==> src/rtl/fetch_sequencer.sv <==
// Program-counter sequencer for the instruction ROM: walks the PC one instruction per cycle,
// applies absolute/relative branches fed back from the decoder, and stops on halt or PC overflow.
module fetch_sequencer #(
    parameter int A     = 10,
    parameter int OFS_W = 6,
    parameter int CNT_W = 16
) (
    input  logic             Clk,
    input  logic             Reset,
    input  logic             Start,
    input  logic [A-1:0]     StartAddr,
    input  logic             Stall,
    input  logic             Halt,
    input  logic             BranchAbs,
    input  logic [A-1:0]     BranchTarget,
    input  logic             BranchRel,
    input  logic [OFS_W-1:0] RelOffset,
    output logic [A-1:0]     InstAddress,
    output logic             Running,
    output logic             Done,
    output logic             Fault,
    output logic [CNT_W-1:0] InstCount
);

    typedef enum logic [1:0] {
        S_IDLE   = 2'd0,
        S_RUN    = 2'd1,
        S_HALTED = 2'd2
    } state_t;

    localparam logic [A-1:0]     PC_MAX  = '1;
    localparam logic [A-1:0]     PC_ONE  = A'(1);
    localparam logic [CNT_W-1:0] CNT_MAX = '1;
    localparam logic [CNT_W-1:0] CNT_ONE = CNT_W'(1);

    state_t           state_q, state_d;
    logic [A-1:0]     pc_q, pc_d;
    logic             running_q, running_d;
    logic             done_q, done_d;
    logic             fault_q, fault_d;
    logic [CNT_W-1:0] cnt_q, cnt_d;

    // Two extra bits: the top bit flags a negative target, the next one a target past the ROM.
    logic [A+1:0] rel_sum;
    logic         rel_oob;
    logic [CNT_W-1:0] cnt_inc;

    assign rel_sum = {2'b00, pc_q} + {{(A + 2 - OFS_W){RelOffset[OFS_W-1]}}, RelOffset};
    assign rel_oob = rel_sum[A+1] | rel_sum[A];
    assign cnt_inc = (cnt_q == CNT_MAX) ? cnt_q : cnt_q + CNT_ONE;

    always_comb begin
        state_d   = state_q;
        pc_d      = pc_q;
        running_d = running_q;
        done_d    = done_q;
        fault_d   = fault_q;
        cnt_d     = cnt_q;

        if (Start) begin
            state_d   = S_RUN;
            pc_d      = StartAddr;
            running_d = 1'b1;
            done_d    = 1'b0;
            fault_d   = 1'b0;
            cnt_d     = '0;
        end else if (state_q == S_RUN && !Stall) begin
            // Every non-stalled RUN cycle retires the instruction at PC, including the faulting one.
            cnt_d = cnt_inc;
            if (Halt) begin
                state_d   = S_HALTED;
                running_d = 1'b0;
                done_d    = 1'b1;
            end else if (BranchAbs) begin
                pc_d = BranchTarget;
            end else if (BranchRel) begin
                if (rel_oob) begin
                    state_d   = S_HALTED;
                    running_d = 1'b0;
                    done_d    = 1'b1;
                    fault_d   = 1'b1;
                end else begin
                    pc_d = rel_sum[A-1:0];
                end
            end else if (pc_q == PC_MAX) begin
                state_d   = S_HALTED;
                running_d = 1'b0;
                done_d    = 1'b1;
                fault_d   = 1'b1;
            end else begin
                pc_d = pc_q + PC_ONE;
            end
        end
    end

    always_ff @(posedge Clk or negedge Reset) begin
        if (!Reset) begin
            state_q   <= S_IDLE;
            pc_q      <= '0;
            running_q <= 1'b0;
            done_q    <= 1'b0;
            fault_q   <= 1'b0;
            cnt_q     <= '0;
        end else begin
            state_q   <= state_d;
            pc_q      <= pc_d;
            running_q <= running_d;
            done_q    <= done_d;
            fault_q   <= fault_d;
            cnt_q     <= cnt_d;
        end
    end

    assign InstAddress = pc_q;
    assign Running     = running_q;
    assign Done        = done_q;
    assign Fault       = fault_q;
    assign InstCount   = cnt_q;

endmodule

==> config.mk <==
export PLATFORM = sky130hd
export DESIGN_NAME = fetch_sequencer
export DESIGN_NICKNAME = d
export VERILOG_FILES = /design/src/rtl/fetch_sequencer.sv
export SDC_FILE = /design/constraint.sdc
export NUM_CORES = 1
export LEC_CHECK = 0
export BUFFER_PORTS_ARGS = -buffer_cell sky130_fd_sc_hd__buf_2
export CAP_MARGIN = 20
export CORE_MARGIN = 3
export CORE_UTILIZATION = 59
export CTS_BUF_LIST = sky130_fd_sc_hd__clkbuf_8
export DETAILED_ROUTE_END_ITERATION = 10
export PLACE_DENSITY_LB_ADDON = 0.3
export SETUP_SLACK_MARGIN = 0.05
export SLEW_MARGIN = 30
export SYNTH_ARGS = -nofsm -noshare
export SYNTH_HDL_FRONTEND = slang
export SYNTH_SLANG_ARGS = --single-unit
export TNS_END_PERCENT = 20
==> constraint.sdc <==
create_clock -name Clk -period 5.6 [get_ports Clk]
set_input_delay 0.56 -clock Clk [delete_from_list [all_inputs] [get_ports Clk]]
set_output_delay 0.56 -clock Clk [all_outputs]
set_load 0.01 [all_outputs]
==> run metrics <==
Crit. End Element flop; commonest non-fill, non-tap cell in the layout buf_2; Longest Clk Path Bufs 2; CTS resizes 0; maximum clock frequency approximately 330 MHz; commonest cells after routing, fill and taps aside buf_2, dfrtp_1, nor2_1; WL per Instance ~15 um; Util after Layout 0.734; top cells by area, synth dfrtp_1, ha_1, xnor2_1, nor2_1, nand2_1; Switching Share 0.389; Crit Path Max Fanout 10; Net Sw Power 293 uW; CTS H-Tree Depth 2; CP Launch Type flop; Total GRT Usage 0.258; crit path time final 3.05 ns; CP Class flop to flop; Initial Utilization 0.625; Num CTS Buffers 5; Int Power about 460 uW; EDFF count, synth 0; die area approximately 0.0048 mm2; Netlist cell types 52; via count 2260; vias in the first global route roughly 2.0k; I/O Pins 62; Die Wd 69.0 um; total congestion overflow 0; Std-Cell Rows 22; CTS sink count 29; Seq/Total Area, Yosys 0.310; final non-filler cell total 378; RSZ-0062 raised after global routing no; predominant post-synthesis flop cell dfrtp_1; share of cells above drive strength 1 0.239; clock latency on the worst-skew pair 0.28 ns; Critical-path top delay cell a311oi_4; TritonRoute pass-1 iters 4; clk slew on worst S/H paths about 0.070 ns; Fin Setup TNS 0 ns; post-place instance area 0.00266 mm2; syn nets 320; Cells after DPL 370; initial antenna violation count 0; warnings from Yosys 0; Routed Antenna Nets 0; TritonCTS clock tree done; Largest stage delay, worst path 0.60 ns; filler instances slightly below 300; Total Routed Length 5.64 mm; final instance area 0.00275 mm2; crit path buf inv count 1; global-route wire length before repair 9.31 mm; Slew @ Worst Pin 0.650 ns; layout net count 376; clock share of power 0.220; RePlAce Congestion 0.889; Slew Limit Fails 0; Port Buf Inserts 61; synthesized area 0.00234 mm2; CP required 5.76 ns; pin count of the biggest net entering global routing 37; P&R area growth vs syn 17.4%; Max IR drop VDD around 200 uV; Flop pwr share 0.362; die height 69.0 um; drt first-iter violations 185; Setup violations, final 0; Synth Instances 273; worst path cell trace ha_1 -> inv_1 -> fa_1 -> nor2b_1 -> o31ai_1 -> o21a_1 -> a21o_1 -> a311oi_4 -> mux2_2; MaxCap Viol Count 0; Final Hold Violating Endpoints 0; clk root buf clkbuf_8; area leader, netlist dfrtp_1; Worst slew margin 0.567; Yosys reg bits 29; Final Cycle Share 0.545; leakage around 0.0013 uW; Hold Buf Count CTS 0; post-synth top area share 0.310; clk_skew 0.00801 ns; status finished clean; pwr/cell area 274 mW/mm2; DRC 0; Vias/cell 5.98; core area ~0.0037 mm2; Setup Buffers After CTS 0; CP top delay family compound AO/OA/AOI/OAI gates; CP arrival between 3 and 4 ns; asr flop ratio synth 1.00; worst hold path class input port to asynchronous set/reset pin; Detailed Place HPWL roughly 4.2 mm; share of power burned in combinational logic 0.418; Avg Inst Size Synth 8.58 um2; Inserted Diodes 0
## kinds of logic (layout without fill, tap and decap cells)
kind of cell             count (synthesis)  in the layout  synth area share
AND/OR/NAND/NOR                        108            108             0.234
AO/OA/AOI/OAI                           62             62             0.189
flip-flops                              29             29             0.310
XOR/XNOR                                23             23            0.0861
buffers and inverters                   23             80            0.0390
adder cells (fa/ha/maj)                 14             14            0.0780
multiplexers                            14             14            0.0641
## area by class of cell
cell class              instances  area, um2  share of cell area
multi-input cells             221       1530               0.556
flip-flops and latches         29        726               0.264
repair buffers                 61        305               0.111
clock buffers                   5       68.8              0.0250
well taps                      48       60.1              0.0219
inverters                      11       41.3              0.0150
clock inverters                 3       17.5             0.00638
## final timing paths
check / startpoint / end / slack (ns) / depth (start not counted)
worst min register to register: Fault / Fault / 0.49 / 1
worst min-delay path: Reset / InstCount[11] / 0.30 / 1
worst max register to register: InstAddress[0] / InstAddress[0] / 2.55 / 9
max in group asynchronous: Reset / InstCount[1] / 4.88 / 1
worst max-delay path: InstAddress[0] / InstAddress[0] / 2.55 / 9
min in group Clk: Fault / Fault / 0.49 / 1
## power by group through the flow
stage	combinational (uW)	sequential [uW]	clock (uW)
floorplan	222	277	0
global placement	303	275	0
detailed placement	312	275	0
CTS	314	272	167
global route	352	278	177
finish	314	273	166
## worst register-to-register path, delay by kind of cell (launching register included)
family,cells,cell delay [ns]
flip-flops,1,0.45
AO/OA/AOI/OAI,4,1.19
AND/OR/NAND/NOR,1,0.18
adder cells (fa/ha/maj),2,0.64
multiplexers,1,0.41
buffers and inverters,1,0.06
## cells in the mapped netlist, types with 3 or more instances
cell type and count:
dfrtp_1 29, nor2_1 28, nand2_1 27, xnor2_1 14, a21oi_1 13, ha_1 13
inv_1 11, nand3_1 11, clkbuf_1 10, o21ai_0 10, xor2_1 9, nor3_1 8
a21o_1 7, mux2_2 7, a211oi_1 6, and3_1 6, mux2i_1 6, nand4_1 5
a31oi_1 4, and4_1 4, o221ai_1 4, nand4b_1 3
## through the flow
stage	setup WS [ns]	hold WS, ns	power (uW)
floorplan	2.80	0.264	499
global placement	2.53	0.469	578
detailed placement	2.42	0.473	588
CTS	2.57	0.317	753
finish	2.55	0.299	753
global route	2.29	0.344	807
## sequential cells by signal (all words and copies together), names as in the netlist
| name | count |
|---|---|
| Done | 1 |
| Fault | 1 |
| InstAddress | 10 |
| InstCount | 16 |
| state_q | 1 |
## layer usage
layer / routed length (um) / GRT usage / part of all wire / up-vias
li1: - / - / - / 1118
met1: 2510 / 0.361 / 0.45 / 1061
met2: 2710 / 0.412 / 0.48 / 76
met3: 390 / 0.0470 / 0.069 / 5
met4: 31 / 0.0633 / 0.0055 / 0
met5: 0 / 0 / 0 / -
Power figures use the tool's default switching activity.
